`src/rtl/fpu_pkg.sv`:
```
// Shared definitions for the divide / square-root execution unit.
// Holds the IEEE-754 single-precision format constants, the FSM state
// encoding and the operand classification used after unpacking.
package fpu_pkg;

    localparam int          EXP_W   = 8;
    localparam int          MAN_W   = 23;
    localparam int          BIAS    = 127;
    localparam logic [31:0] QNAN    = 32'h7FC0_0000;
    localparam logic [31:0] POS_INF = 32'h7F80_0000;

    typedef enum logic [1:0] {IDLE, PREP, ITER, NORM} state_t;

    // Denormals are folded into ZERO: the unit flushes them on input.
    typedef enum logic [1:0] {ZERO, NORMAL, INF, NAN} op_class_t;

endpackage

```
`src/rtl/fpu_divsqrt_unit_if.sv`:
```
// Command / result bundle between the FPU control unit and the
// divide / square-root execution unit.
//   master : drives start pulses and operands, observes result and status
//   slave  : the execution unit
interface fpu_divsqrt_unit_if;

    logic        div_start;
    logic        sqrt_start;
    logic [31:0] operand_a;
    logic [31:0] operand_b;
    logic [31:0] result;
    logic        operation_ready;
    logic        div_by_zero;
    logic        invalid;

    modport master (
        output div_start, sqrt_start, operand_a, operand_b,
        input  result, operation_ready, div_by_zero, invalid
    );

    modport slave (
        input  div_start, sqrt_start, operand_a, operand_b,
        output result, operation_ready, div_by_zero, invalid
    );

endinterface

```
`src/rtl/fpu_unpack.sv`:
```
// Combinational IEEE-754 field splitter.
//   word : packed floating-point value
//   sign : sign bit
//   exp  : biased exponent field
//   man  : mantissa with the hidden bit restored (zero for ZERO class)
//   cls  : ZERO (incl. denormals), NORMAL, INF or NAN
module fpu_unpack
    import fpu_pkg::*;
#(
    parameter int EXP_W = fpu_pkg::EXP_W,
    parameter int MAN_W = fpu_pkg::MAN_W
) (
    input  logic [EXP_W+MAN_W:0] word,
    output logic                 sign,
    output logic [EXP_W-1:0]     exp,
    output logic [MAN_W:0]       man,
    output op_class_t            cls
);

    logic [MAN_W-1:0] frac;

    assign sign = word[EXP_W+MAN_W];
    assign exp  = word[EXP_W+MAN_W-1:MAN_W];
    assign frac = word[MAN_W-1:0];

    always_comb begin
        man = {1'b1, frac};
        cls = NORMAL;
        if (exp == '0) begin
            // denormal inputs are treated as zero
            cls = ZERO;
            man = '0;
        end else if (exp == '1) begin
            cls = (frac == '0) ? INF : NAN;
        end
    end

endmodule

```
`src/rtl/fpu_divsqrt_unit.sv`:
```
// Iterative single-precision divide / square-root unit.
// Radix-2 restoring iteration producing one quotient / root bit per clock,
// truncating rounding, denormals flushed to zero.
//   clk, rst : clock, synchronous active-high reset
//   bus      : slave side of fpu_divsqrt_unit_if
//              div_start / sqrt_start one-cycle pulses (divide wins if both),
//              operand_a / operand_b captured on the accepted start edge,
//              result / div_by_zero / invalid held while operation_ready=1.
module fpu_divsqrt_unit
    import fpu_pkg::*;
#(
    parameter int EXP_W = fpu_pkg::EXP_W,
    parameter int MAN_W = fpu_pkg::MAN_W
) (
    input  logic              clk,
    input  logic              rst,
    fpu_divsqrt_unit_if.slave bus
);

    localparam int WW = 1 + EXP_W + MAN_W;  // word width
    localparam int MW = MAN_W + 1;          // mantissa incl. hidden bit
    localparam int QW = MAN_W + 2;          // divide quotient bits
    localparam int RW = MAN_W + 3;          // partial remainder
    localparam int SW = 2 * MW;             // sqrt radicand
    localparam int XW = EXP_W + 2;          // signed working exponent
    localparam int CW = 5;

    localparam logic signed [XW-1:0] BIAS_X  = XW'(BIAS);
    localparam logic signed [XW-1:0] EXP_MAX = XW'((1 << EXP_W) - 1);
    localparam logic signed [XW-1:0] ONE_X   = XW'(1);
    localparam logic signed [XW-1:0] ZERO_X  = '0;

    state_t state, state_nxt;

    logic [WW-1:0]        op_a, op_b;
    logic                 is_div;
    logic                 sign_r;
    logic signed [XW-1:0] exp_r;
    logic [RW-1:0]        rem;
    logic [QW-1:0]        q;
    logic [SW-1:0]        rad;
    logic [CW-1:0]        cnt;
    logic [WW-1:0]        result_r;
    logic                 ready_r, dbz_r, inv_r;

    logic                 sa, sb, sq;
    logic [EXP_W-1:0]     ea, eb;
    logic [MW-1:0]        ma, mb;
    op_class_t            ca, cb;

    fpu_unpack #(.EXP_W(EXP_W), .MAN_W(MAN_W)) u_unpack_a (
        .word(op_a), .sign(sa), .exp(ea), .man(ma), .cls(ca)
    );
    fpu_unpack #(.EXP_W(EXP_W), .MAN_W(MAN_W)) u_unpack_b (
        .word(op_b), .sign(sb), .exp(eb), .man(mb), .cls(cb)
    );

    assign sq = sa ^ sb;

    logic start_any;
    assign start_any = bus.div_start | bus.sqrt_start;

    // Special-case classification. Operands stay captured for the whole
    // operation, so this is evaluated in PREP for branching and again in
    // NORM to select the packed result.
    logic          special, spec_dbz, spec_inv;
    logic [WW-1:0] spec_res;

    always_comb begin
        special  = 1'b0;
        spec_res = '0;
        spec_dbz = 1'b0;
        spec_inv = 1'b0;
        if (is_div) begin
            if (ca == NAN || cb == NAN || (ca == ZERO && cb == ZERO) ||
                (ca == INF && cb == INF)) begin
                special  = 1'b1;
                spec_res = QNAN;
                spec_inv = 1'b1;
            end else if (cb == ZERO) begin
                // inf/0 is an exact infinity, only finite/0 raises the flag
                special  = 1'b1;
                spec_res = {sq, POS_INF[WW-2:0]};
                spec_dbz = (ca == NORMAL);
            end else if (ca == ZERO || cb == INF) begin
                special  = 1'b1;
                spec_res = {sq, {(WW-1){1'b0}}};
            end else if (ca == INF) begin
                special  = 1'b1;
                spec_res = {sq, POS_INF[WW-2:0]};
            end
        end else begin
            if (ca == NAN) begin
                special  = 1'b1;
                spec_res = QNAN;
                spec_inv = 1'b1;
            end else if (ca == ZERO) begin
                special  = 1'b1;
                spec_res = {sa, {(WW-1){1'b0}}};
            end else if (sa) begin
                special  = 1'b1;
                spec_res = QNAN;
                spec_inv = 1'b1;
            end else if (ca == INF) begin
                special  = 1'b1;
                spec_res = POS_INF;
            end
        end
    end

    // Exponents. An odd unbiased sqrt exponent is made even by doubling the
    // radicand, so the root exponent is an exact halving.
    logic signed [XW-1:0] ea_x, eb_x, u_x, u_adj, div_e, sqrt_e;
    logic                 odd;

    assign ea_x   = $signed({2'b00, ea});
    assign eb_x   = $signed({2'b00, eb});
    assign div_e  = ea_x - eb_x + BIAS_X;
    assign u_x    = ea_x - BIAS_X;
    assign odd    = u_x[0];
    assign u_adj  = odd ? u_x - ONE_X : u_x;
    assign sqrt_e = (u_adj >>> 1) + BIAS_X;

    // One restoring step for each operation.
    logic [RW-1:0] mb_x, div_diff, sq_sh, sq_trial, sq_diff;
    logic          qbit;

    assign mb_x     = {2'b00, mb};
    assign div_diff = rem - mb_x;
    // next two radicand bits enter the partial remainder; trial = 4*root+1
    assign sq_sh    = {rem[RW-3:0], rad[SW-1 -: 2]};
    assign sq_trial = {1'b0, q[MAN_W-1:0], 2'b01};
    assign sq_diff  = sq_sh - sq_trial;
    assign qbit     = is_div ? (rem >= mb_x) : (sq_sh >= sq_trial);

    // Normalize and pack. Divide quotient is in (0.5, 2): a clear top bit
    // means one extra bit of precision and an exponent decrement. The sqrt
    // root always has its leading one in bit MAN_W and never over/underflows.
    logic signed [XW-1:0] e_adj;
    logic [MAN_W-1:0]     frac_d;
    logic [WW-1:0]        norm_res;

    always_comb begin
        e_adj  = q[QW-1] ? exp_r : exp_r - ONE_X;
        frac_d = q[QW-1] ? q[QW-2:1] : q[QW-3:0];
        if (!is_div)
            norm_res = {1'b0, exp_r[EXP_W-1:0], q[MAN_W-1:0]};
        else if (e_adj >= EXP_MAX)
            norm_res = {sign_r, EXP_MAX[EXP_W-1:0], {MAN_W{1'b0}}};
        else if (e_adj <= ZERO_X)
            norm_res = {sign_r, {(WW-1){1'b0}}};
        else
            norm_res = {sign_r, e_adj[EXP_W-1:0], frac_d};
    end

    // FSM
    always_ff @(posedge clk) begin
        if (rst) state <= IDLE;
        else     state <= state_nxt;
    end

    always_comb begin
        state_nxt = state;
        case (state)
            IDLE:    if (start_any) state_nxt = PREP;
            PREP:    state_nxt = special ? NORM : ITER;
            ITER:    if (cnt == '0) state_nxt = NORM;
            NORM:    state_nxt = IDLE;
            default: state_nxt = IDLE;
        endcase
    end

    // Datapath
    always_ff @(posedge clk) begin
        if (rst) begin
            op_a     <= '0;
            op_b     <= '0;
            is_div   <= 1'b0;
            sign_r   <= 1'b0;
            exp_r    <= '0;
            rem      <= '0;
            q        <= '0;
            rad      <= '0;
            cnt      <= '0;
            result_r <= '0;
            ready_r  <= 1'b1;
            dbz_r    <= 1'b0;
            inv_r    <= 1'b0;
        end else begin
            case (state)
                IDLE: if (start_any) begin
                    op_a    <= bus.operand_a;
                    op_b    <= bus.operand_b;
                    is_div  <= bus.div_start;
                    ready_r <= 1'b0;
                    dbz_r   <= 1'b0;
                    inv_r   <= 1'b0;
                end
                PREP: begin
                    sign_r <= sq;
                    exp_r  <= is_div ? div_e : sqrt_e;
                    rem    <= is_div ? {2'b00, ma} : '0;
                    q      <= '0;
                    rad    <= odd ? {ma, {MW{1'b0}}} : {1'b0, ma, {(MW-1){1'b0}}};
                    cnt    <= is_div ? CW'(QW - 1) : CW'(MW - 1);
                end
                ITER: begin
                    q <= {q[QW-2:0], qbit};
                    if (is_div)
                        rem <= qbit ? {div_diff[RW-2:0], 1'b0} : {rem[RW-2:0], 1'b0};
                    else begin
                        rem <= qbit ? sq_diff : sq_sh;
                        rad <= {rad[SW-3:0], 2'b00};
                    end
                    cnt <= cnt - CW'(1);
                end
                NORM: begin
                    result_r <= special ? spec_res : norm_res;
                    dbz_r    <= special & spec_dbz;
                    inv_r    <= special & spec_inv;
                    ready_r  <= 1'b1;
                end
                default: ;
            endcase
        end
    end

    assign bus.result          = result_r;
    assign bus.operation_ready = ready_r;
    assign bus.div_by_zero     = dbz_r;
    assign bus.invalid         = inv_r;

endmodule

```
`src/flat_wrapper.sv`:
```
// flat-port wrapper written by rule: the top's interface ports become plain ports
module fpu_divsqrt_unit_flat import fpu_pkg::*;
#(
    parameter int EXP_W = fpu_pkg::EXP_W,
    parameter int MAN_W = fpu_pkg::MAN_W
)
  (clk, rst, bus_div_start, bus_sqrt_start, bus_operand_a, bus_operand_b, bus_result, bus_operation_ready, bus_div_by_zero, bus_invalid);
  fpu_divsqrt_unit_if bus_i ();
  input  logic clk;
  input  logic rst;
  input wire logic [$bits(bus_i.div_start)-1:0] bus_div_start;
  input wire logic [$bits(bus_i.sqrt_start)-1:0] bus_sqrt_start;
  input wire logic [$bits(bus_i.operand_a)-1:0] bus_operand_a;
  input wire logic [$bits(bus_i.operand_b)-1:0] bus_operand_b;
  output wire logic [$bits(bus_i.result)-1:0] bus_result;
  output wire logic [$bits(bus_i.operation_ready)-1:0] bus_operation_ready;
  output wire logic [$bits(bus_i.div_by_zero)-1:0] bus_div_by_zero;
  output wire logic [$bits(bus_i.invalid)-1:0] bus_invalid;
  assign bus_i.div_start = bus_div_start;
  assign bus_i.sqrt_start = bus_sqrt_start;
  assign bus_i.operand_a = bus_operand_a;
  assign bus_i.operand_b = bus_operand_b;
  assign bus_result = bus_i.result;
  assign bus_operation_ready = bus_i.operation_ready;
  assign bus_div_by_zero = bus_i.div_by_zero;
  assign bus_invalid = bus_i.invalid;
  fpu_divsqrt_unit #(.EXP_W(EXP_W), .MAN_W(MAN_W)) u_core (.clk(clk), .rst(rst), .bus(bus_i));
endmodule
```
`config.mk`:
```
export PLATFORM = sky130hd
export DESIGN_NAME = fpu_divsqrt_unit_flat
export DESIGN_NICKNAME = d
export VERILOG_FILES = /design/src/rtl/fpu_pkg.sv /design/src/rtl/fpu_divsqrt_unit_if.sv /design/src/rtl/fpu_unpack.sv /design/src/rtl/fpu_divsqrt_unit.sv /design/src/flat_wrapper.sv
export SDC_FILE = /design/constraint.sdc
export NUM_CORES = 1
export LEC_CHECK = 0
export ABC_AREA = 0
export CORE_MARGIN = 2
export CORE_UTILIZATION = 60
export CTS_CLUSTER_DIAMETER = 60
export DETAILED_ROUTE_END_ITERATION = 8
export HOLD_SLACK_MARGIN = 0.02
export MAX_ROUTING_LAYER = met4
export PLACE_DENSITY = 0.87
export SLEW_MARGIN = 20
export SYNTH_ARGS = -nofsm -noshare
export SYNTH_HDL_FRONTEND = slang
export SYNTH_HIERARCHICAL = 1
export SYNTH_SLANG_ARGS = --single-unit
```
`constraint.sdc`:
```
create_clock -name clk -period 4.6 [get_ports clk]
set_clock_uncertainty 0.1 [all_clocks]
set_input_delay 0.92 -clock clk [delete_from_list [all_inputs] [get_ports clk]]
set_output_delay 0.92 -clock clk [all_outputs]
set_load 0.1 [all_outputs]
```
# Word-level counts from Yosys, hierarchy flattened
# Index checks and enable logic that the tools add are counted.
[totals]
register_bits = 217
latch_bits = 0
ram_bits = 0
rom_bits = 0
inputBits = 68
output_inout_bits = 35
word_cells = 125
n_memories = 0
[op_classes]
add_sub_neg = 9
multipliers = 0
div = 0
n_lt_le_gt_ge = 4
eq_ne = 13
shift = 0
n_mux = 61
bitwise_logic = 4
reduce_logical = 20
[op_table]
columns = ["op", "count"]
rows = [
  ["2-to-1 mux 32 bit", 10],
  ["2-to-1 mux 48 bit", 2],
  ["one-hot mux 48 bit (2 select lines)", 1],
  ["2-to-1 mux 31 bit", 3],
  ["2-to-1 mux 26 bit", 3],
  ["2-to-1 mux 24 bit", 3],
  ["one-hot mux 26 bit (2 select lines)", 1],
  ["one-hot mux 25 bit (2 select lines)", 1],
  ["zero test 23 bit", 2],
  ["2-to-1 mux 10 bit", 3],
  ["greater-or-equal comparator 26 x 24 -> 1 bit", 1],
  ["greater-or-equal comparator 26 x 25 -> 1 bit", 1],
  ["subtractor 26 x 25 -> 26 bit", 1],
  ["subtractor 25 x 24 -> 25 bit", 1],
  ["2-to-1 mux 23 bit", 1],
  ["2-to-1 mux 1 bit", 21],
  ["subtractor 10 x 2 -> 10 bit (second input constant)", 2],
  ["== test 8 bit (second input constant)", 2],
  ["zero test 8 bit", 2],
  ["== test 2 bit (second input constant)", 6],
  ["2-to-1 mux 2 bit", 6],
  ["adder 10 x 8 -> 10 bit (second input constant)", 1],
  ["adder 9 x 8 -> 10 bit (second input constant)", 1],
  ["greater-or-equal comparator 10 x 9 -> 1 bit (second input constant)", 1],
  ["20 further kinds", 35],
]

# Depth between registers and ports, before layout
# Gate-level depths: netlist (run 1).
[logic_depth]
word_depth = 12
ltp_mapped = 17
depth_no_buf = 14

# Modules after synthesis
# The synthesis (run 1) kept the hierarchy.
[by_module_without_submodules]
columns = ["module", "n_inst", "cells_each", "area_per_inst_um2", "seq_area_each_um2"]
rows = [
  ["fpu_divsqrt_unit", 1, 1655, 12498.2, 3883.7],
  ["fpu_unpack", 2, 50, 315.3, 0.0],
]

# Least setup slack after synthesis (run 1)
# Ideal clock, no wire load.
[synth_timing]
kind = "reg2reg"
start = "register u_core.op_b[23]"
end = "register u_core.rem[25]"
setup_time_ns = 0.101
arrival_time_ns = 3.484
required_time_ns = 4.399
setup_slack_ns = 0.915
stages_incl_launch_ff = 16
path_buffers = 1
synth_period_minus_slack_ns = 3.685
cell_sequence = "dfxtp_1 nor4_1 nand2_1 buf_2 and2_1 ha_1 fa_1 nor2b_1 o21bai_1 a21boi_0 or4b_1 nand3_1 a22o_1 a211oi_1 mux2_2 o41ai_1"
[synth_between]
elab_chain_cells = 7
word_cells_on_any_way = 9
cone_classes = "add/sub (1); order compare (1); mux (6); reduce/logical (1)"
[synth_rtl]
columns = ["item", "line_no", "text"]
rows = [
  ["from (decl)", "fpu_divsqrt_unit.sv:35", "logic [WW-1:0] op_a, op_b;"],
  ["from (signal assigned)", "fpu_divsqrt_unit.sv:193", "op_b <= bus.operand_b;"],
  ["zero test 8 bit *", "fpu_unpack.sv:29", "if (exp == '0) begin"],
  ["2-to-1 mux 24 bit *", "fpu_unpack.sv:29", ""],
  ["via u_core.mb[0]", "fpu_divsqrt_unit.sv:48", "logic [MW-1:0] ma, mb;"],
  ["greater-or-equal comparator 26 x 24 -> 1 bit", "fpu_divsqrt_unit.sv:134", "assign qbit = is_div ? (rem >= mb_x) : (sq_sh >= sq_trial);"],
  ["2-to-1 mux 1 bit", "fpu_divsqrt_unit.sv:134", ""],
  ["2-to-1 mux 26 bit, on equally long branches", "fpu_divsqrt_unit.sv:212, fpu_divsqrt_unit.sv:210", ""],
  ["2-to-1 mux 26 bit *", "fpu_divsqrt_unit.sv:209", "if (is_div)"],
  ["one-hot mux 26 bit (2 select lines) *", "fpu_divsqrt_unit.sv:190", "case (state)"],
  ["to (signal assigned)", "fpu_divsqrt_unit.sv:202", "rem <= is_div ? {2'b00, ma} : '0;"],
  ["to (signal assigned)", "fpu_divsqrt_unit.sv:210", "rem <= qbit ? {div_diff[RW-2:0], 1'b0} : {rem[RW-2:0], 1'b0};"],
  ["to (signal assigned)", "fpu_divsqrt_unit.sv:212", "rem <= qbit ? sq_diff : sq_sh;"],
  ["to (decl)", "fpu_divsqrt_unit.sv:39", "logic [RW-1:0] rem;"],
]
# The timed path passes the listed nets; every way through them passes the cells marked *.
# A chain may end at the register's enable or synchronous reset.

# Worst setup path after layout (run 1)
[layout_timing]
start = "register u_core.op_b[23]"
end = "register u_core.rem[8]"
[layout_between]
elab_chain_cells = 7
word_cells_on_any_way = 9
cone_classes = "add/sub (1); order compare (1); mux (6); reduce/logical (1)"
[layout_rtl]
columns = ["item", "line_no"]
rows = [
  ["zero test 8 bit *", "fpu_unpack.sv:29"],
  ["2-to-1 mux 24 bit *", "fpu_unpack.sv:29"],
  ["via u_core.mb[23]", "fpu_divsqrt_unit.sv:48"],
  ["greater-or-equal comparator 26 x 24 -> 1 bit *", "fpu_divsqrt_unit.sv:134"],
  ["2-to-1 mux 1 bit *", "fpu_divsqrt_unit.sv:134"],
  ["2-to-1 mux 26 bit, on equally long branches", "fpu_divsqrt_unit.sv:212, fpu_divsqrt_unit.sv:210"],
  ["2-to-1 mux 26 bit *", "fpu_divsqrt_unit.sv:209"],
  ["one-hot mux 26 bit (2 select lines) *", "fpu_divsqrt_unit.sv:190"],
]
# Marked as above.

==> reports/qor.yml, run 1 <==
clock_network:
  cts_sinks: 194
  cts_buffers: 17
  cts_tree: "built"
  cts_buffer_depth: 2
  htreeDepth: 4
  clk_pin_slew_worst_paths_ns: 0.08
  cts_hold_buf: 0
  ctsRootBufferMaster: "clkbuf_16"
  clock_latency_ns: 0.44
synthesis:
  synth_top_cells_by_area: "dfxtp_1, nand2_1, a21oi_1"
  ys.flop_type: "dfxtp_1"
  yosysMostFrequentCell: "nand2_1"
  yosys-top-cells-count: "nand2_1, dfxtp_1, a21oi_1"
  yosys_warnings: 6
  synthCells: 1755
  synth_enable_flop_cells: 0
  syn_nets: 1892
  synth-async-reset-ratio_pct: 0
  synth_top_cell_by_area: "dfxtp_1"
  avgSynthCellArea_um2: 7.48
  synth_area_um2: 13100
  synth.distinct_cells: 83
  synth_top_area_share_pct: 29.6
  ys_ff_latch: 194
  synth_seq_area_share_pct: 29.6
placed_design:
  port_buffers: 102
  place_congestion: 0.974
  dp_hpwl_mm: 27.4
  post_dp_cell_area_um2: 14100
worst_setup_path:
  cpMostUsedCell: "a21o_1"
  end_kind: "flip-flop"
  path_buf_inv: 2
  path_delay_family: "simple AND/OR/NAND/NOR gates"
  cp_cell_sequence: "nor4_4 > nand2_2 > and2_1 > inv_1 > ha_1 > a21o_1 > a21oi_1 > o21ai_1 > or4b_1 > nand3_1 > a22o_1 > buf_4 > nand2_1 > a21o_1 > a311oi_1"
  cp_max_fo: 34
  startpoint_type: "flip-flop"
  cp_slowest_cell: "or4b_1"
  startpoint: "u_core/op_b[23]"
  arrival_ns: 4.58
  worstSetupPathType: "reg2reg"
  reg2reg_from: "u_core/op_b[23]"
  cp.required_ns: 4.84
  cp_slowest_stage_delay_ns: 0.56
global_route:
  overflow: 0
  antenna_found_initial: 1
  grt_max_degree: 112
  grt_pass1_wl_mm: 61.8
  grt_pass1_vias: 12100
  grt_usage_pct: 32.9
status:
  outcome: "finished clean"
power:
  vdd_drop_max_mv: 0.451
  leakagePower_nw: 5.53
  finalPower_mw: 12.7
  power.density_nw_per_um2: 859
die:
  core_area_um2: 21600
  ios: 103
  dieHeight_um: 152
  die_w_um: 152
  fp-row-count: 54
  start_util_pct: 60.7
  die_area_um2: 23100
final_layout:
  fin_util_pct: 68.5
  drive_above_1_share_pct: 7.00
  final_nets: 1910
  design_area_um2: 14800
  synthToLayoutAreaGrowth_pct: 12.8
  nFillCells: 1839
timing:
  drv_slew: 0
  clock.fmax_mhz: 230
  slew-limit-headroom_pct: 26.5
  fin_crit_ns: 4.34
  hold-worst-slack_ns: 0.360
  hold_violations: 0
  finalSetupViolations: 0
  fin_crit_sh_pct: 94.3
  tns_ns: 0
  rsz0062_at_grt: "false"
  tightest_slew_ns: 1.10
route:
  viasPerCell: 6.39
  wl_mm: 38.6
  wl_per_cell_um: 18.7
  first_pass_iters: 6
  vias: 13200
  drc: 0
  drt_iter0_markers: 1380
  ant_nets: 0
run:
  maxCapViolCount: 0
hold_path:
  hp-start: "u_core/rad[31]"
  hp-class: "reg2reg"
[path summary, 6_finish.rpt]
kind / endpoint / slack [ns] / depth (start not counted)
worst max-delay path: u_core/rem[8] / 0.26 / 15
worst min-delay path: u_core/rad[31] / 0.36 / 2
worst max register to register: u_core/rem[8] / 0.26 / 15
worst min register to register: u_core/rad[31] / 0.36 / 2
[layout by cell type, fill, tap and decap left out, types with 11 or more instances in the layout]
cell type        synthesis  layout
nand3_1                 58      58
nor2b_1                 16      15
o311ai_0                11      11
xnor2_1                 42      42
clkdlybuf4s50_1          0     101
nand2_1                303     303
inv_1                   89      89
nand2b_1                16      16
a21oi_1                188     188
nor4_1                  41      39
a211oi_1                19      19
o21ai_0                 90      89
o221ai_1                15      15
mux2_2                  19      19
xor2_1                  19      19
ha_1                    67      65
nand4_1                 16      16
nor2_1                  95      95
nor3_1                  28      28
clkbuf_16                0      17
buf_4                   21      26
dfxtp_1                194     193
and2_1                  47      47
o221a_2                 12      12
mux2i_1                 21      21
a31oi_1                 28      28
a21o_1                  19      19
a221o_1                 22      22
[power breakdown]
| part | internal (mW) | total [mW] | switching, mW |
|---|---|---|---|
| Combinational | 3.30 | 8.61 | 5.31 |
| Clock | 0.831 | 1.58 | 0.750 |
| Sequential | 2.02 | 2.52 | 0.497 |
[cell type report]
| cell class | instances | area, um^2 | share of cell area, % |
|---|---|---|---|
| inverters | 91 | 342 | 2.31 |
| clock buffers | 17 | 425 | 2.87 |
| clock inverters | 15 | 195 | 1.32 |
| diodes | 1 | 2.50 | 0.0169 |
| multi-input cells | 1340 | 8350 | 56.4 |
| flip-flops and latches | 194 | 3880 | 26.2 |
| well taps | 280 | 350 | 2.37 |
| repair buffers | 129 | 1250 | 8.47 |
[per-stage QoR]
step | setup WS (ns) | cells
floorplan | 0.915 | 1755
global placement | 0.335 | 2032
global route | 0.00808 | 2067
finish | 0.260 | 2067
detailed placement | 0.248 | 2032
CTS | 0.223 | 2064
[per-layer routing]
| metal | GRT usage [%] | wire length, um | vias to the layer above |
|---|---|---|---|
| met5 | - | 0 | - |
| met4 | 11.9 | 1200 | 0 |
| met3 | 4.99 | 3190 | 98 |
| met2 | 51.7 | 17700 | 681 |
| met1 | 43.1 | 16600 | 6121 |
| li1 | - | - | 6300 |
[state kept, by name (all words and copies together) (netlist names)]
register,flops
u_core/bus.result,32
u_core/op_a,32
u_core/op_b,32
u_core/rem,26
u_core/q,25
u_core/rad,25
u_core/exp_r,10
u_core/cnt,5
u_core/state,2
u_core/bus.div_by_zero,1
u_core/bus.invalid,1
u_core/bus.operation_ready,1
u_core/is_div,1
u_core/sign_r,1
[cells by family (layout without fill, tap and decap cells)]
kind of cell | Yosys count | after routing | share of synthesized area [%]
AOI/OAI and AO/OA | 502 | 502 | 25.3
xor gates and xnor gates | 62 | 62 | 4.19
adders and majority gates | 69 | 69 | 6.69
buffers and inverters | 222 | 252 | 7.26
DFF | 194 | 194 | 29.6
muxes | 40 | 40 | 3.23
other | 0 | 1 | 0
and+or+nand+nor | 666 | 667 | 23.8
[worst register-to-register path, stage by stage, from the launching register on]
cell and delay, ns:
dfxtp_1 0.36, nor4_4 0.46, nand2_2 0.28, and2_1 0.26, inv_1 0.05, ha_1 0.26
a21o_1 0.17, a21oi_1 0.24, o21ai_1 0.18, or4b_1 0.57, nand3_1 0.15, a22o_1 0.26
buf_4 0.35, nand2_1 0.14, a21o_1 0.17, a311oi_1 0.27
[repair_timing]
action                                 CTS  global route
endpoints found under the hold margin    0             0
setup buffers                            0             0
setup endpoints to repair                0            20
gates resized for setup                  0             5
Power figures use the tool's default switching activity.
==> inputs of run 2 (changes only) <==
Settings changed: CTS_CLUSTER_SIZE set to 25, SLEW_MARGIN 20 to unset.
==> run 2 against run 1 <==
  * Register-to-register slack hardly changed
  * Count of clock-buffer cells in the layout stayed put
  * Worst setup slack better by 0.0058 ns
  * Worst hold slack better by 0.0018 ns
  * Cell area is 0.19% lower
  * Flip-flop and latch count stayed put
  * Largest cell class unchanged
==> reports/qor.yml, run 2 (synthesis gave the netlist of run 1 again) <==
status:
  outcome: "finished clean"  # unchanged
worst_setup_path:
  end_kind: "flip-flop"  # unchanged
  cp_max_fo: 34  # unchanged
  arrival_ns: 4.58  # about the same
  reg2reg_from: "u_core/op_b[30]"  # was u_core/op_b[23]
  regToRegEndpoint: "u_core/rem[5]"  # was u_core/rem[8]
  worstSetupPathType: "reg2reg"  # unchanged
  cp.required_ns: 4.84  # about the same
  startpoint_type: "flip-flop"  # unchanged
  r2r_setup_slack_ns: 0.27  # was 0.26 ns
  reg2reg_depth: 15  # unchanged
die:
  ios: 103  # unchanged
  dieHeight_um: 152  # unchanged
  start_util_pct: 60.7  # unchanged
  fp-row-count: 54  # unchanged
  core_area_um2: 21600  # unchanged
  die_w_um: 152  # unchanged
  die_area_um2: 23100  # unchanged
global_route:
  grt_pass1_wl_mm: 61.8  # unchanged
  overflow: 0  # unchanged
  antenna_found_initial: 1  # unchanged
  grt_pass1_vias: 12100  # unchanged
  grt_max_degree: 112  # unchanged
  grt_usage_pct: 32.9  # unchanged
timing:
  slew-limit-headroom_pct: 23.1  # was 26.5%
  finalSetupViolations: 0  # unchanged
  rsz0062_at_grt: "false"  # unchanged
  drv_slew: 0  # unchanged
  fin_crit_sh_pct: 94.2  # was 94.3%
  tns_ns: 0  # unchanged
  hold_violations: 0  # unchanged
  clock.fmax_mhz: 231  # was 230 MHz
  fin_crit_ns: 4.33  # was 4.34 ns
  tightest_slew_ns: 1.15  # was 1.10 ns
clock_network:
  clk_pin_slew_worst_paths_ns: 0.08  # about the same
  cts_tree: "built"  # unchanged
  cts_buffer_depth: 2  # unchanged
  cts_hold_buf: 0  # unchanged
  ctsRootBufferMaster: "clkbuf_16"  # unchanged
  cts_sinks: 194  # unchanged
  htreeDepth: 4  # unchanged
  ctsResizeCount: 0  # unchanged
  clock_latency_ns: 0.44  # about the same
  cts_buffers: 17  # unchanged
  post_cts_buffers: 0  # unchanged
hold_path:
  hp-class: "reg2reg"  # unchanged
  holdPathStages: 2  # unchanged
  hold_path_end: "u_core/rad[41]"  # was u_core/rad[31]
  hp-start: "u_core/rad[41]"  # was u_core/rad[31]
route:
  drt_iter0_markers: 1359  # was 1380
  wl_mm: 38.7  # was 38.6 mm
  vias: 13100  # was 13200
  viasPerCell: 6.35  # was 6.39
  first_pass_iters: 7  # was 6
  ant_nets: 0  # unchanged
  drc: 0  # unchanged
  wl_per_cell_um: 18.7  # about the same
placed_design:
  port_buffers: 102  # unchanged
  post_dp_cell_area_um2: 14100  # unchanged
  dp_hpwl_mm: 27.4  # unchanged
  dp.cells: 2032  # unchanged
  place_congestion: 0.974  # unchanged
final_layout:
  synthToLayoutAreaGrowth_pct: 12.6  # was 12.8%
  design_area_um2: 14800  # about the same
  nFillCells: 1844  # was 1839
  final_common_cell: "nand2_1"  # unchanged
  fin_cells: 2066  # was 2067
  final_nets: 1909  # was 1910
  final_cell_mix: "nand2_1, dfxtp_1, a21oi_1"  # unchanged
  drive_above_1_share_pct: 6.95  # was 7.00%
power:
  vdd_drop_max_mv: 0.457  # was 0.451 mV
  leakagePower_nw: 5.52  # was 5.53 nW
  power.density_nw_per_um2: 860  # was 859 nW/um^2
run:
  maxCapViolCount: 0  # unchanged
==> run 2: critical path: stages (launching register included) <==
cell and delay [ns]:
dfxtp_1 0.36, nor4_4 0.45, nand2_2 0.27, and2_1 0.24
inv_1 0.05, ha_1 0.28, a21oi_1 0.37, nor2_1 0.07
nor3_1 0.23, or4b_1 0.50, nand3_1 0.15, a22o_1 0.25
buf_4 0.34, nand2_1 0.09, a31o_2 0.23, a311oi_1 0.24
==> run 2: layout make-up <==
class                      count  area (um^2)  share of cell area, %
timing repair buffer         128         1230                   8.30
inverter                      91          342                   2.31
clock buffer                  17          425                   2.88
clock inverter                15          195                   1.32
tap                          280          350                   2.37
sequential                   194         3880                   26.3
antenna                        1         2.50                 0.0169
multi-input combinational   1340         8350                   56.5
==> run 2: worst max-delay path by stage <==
stage / startpoint / endpoint / slack, ns / depth (start not counted)
5_1_grt: u_core/op_b[23] / u_core/rem[5] / 0.03 / 15
4_1_cts: u_core/op_b[30] / u_core/rem[5] / 0.22 / 15
3_5_place_dp: u_core/op_b[30] / u_core/rem[5] / 0.25 / 15
6_report: u_core/op_b[30] / u_core/rem[5] / 0.27 / 15
2_1_floorplan: u_core/op_b[23] / u_core/rem[25] / 0.92 / 15
3_3_place_gp: u_core/op_b[30] / u_core/rem[5] / 0.34 / 15
==> run 2: power breakdown <==
group,total [mW],switching (mW),internal [mW]
registers,2.52,0.499,2.02
logic,8.61,5.31,3.30
clock network,1.58,0.751,0.832
==> run 2: metrics by stage <==
stage / worst slack, ns / power, mW / hold slack [ns] / utilization (%)
after CTS: 0.223 / 12.5 / 0.360 / 68.2
after floorplan: 0.915 / 8.96 / 0.336 / -
after global placement: 0.335 / 10.8 / 0.343 / 65.3
after detailed placement: 0.248 / 10.9 / 0.348 / 65.3
after global routing: 0.0275 / 13.6 / 0.375 / 68.4
final: 0.266 / 12.7 / 0.362 / 68.4
==> run 2: routing by layer <==
metal / share of wire (%) / up-vias / global-route usage [%]
li1: - / 6303 / -
met1: 43 / 6068 / 43.1
met2: 46 / 663 / 51.7
met3: 7.8 / 91 / 4.99
met4: 3.2 / 0 / 11.9
met5: 0 / - / -
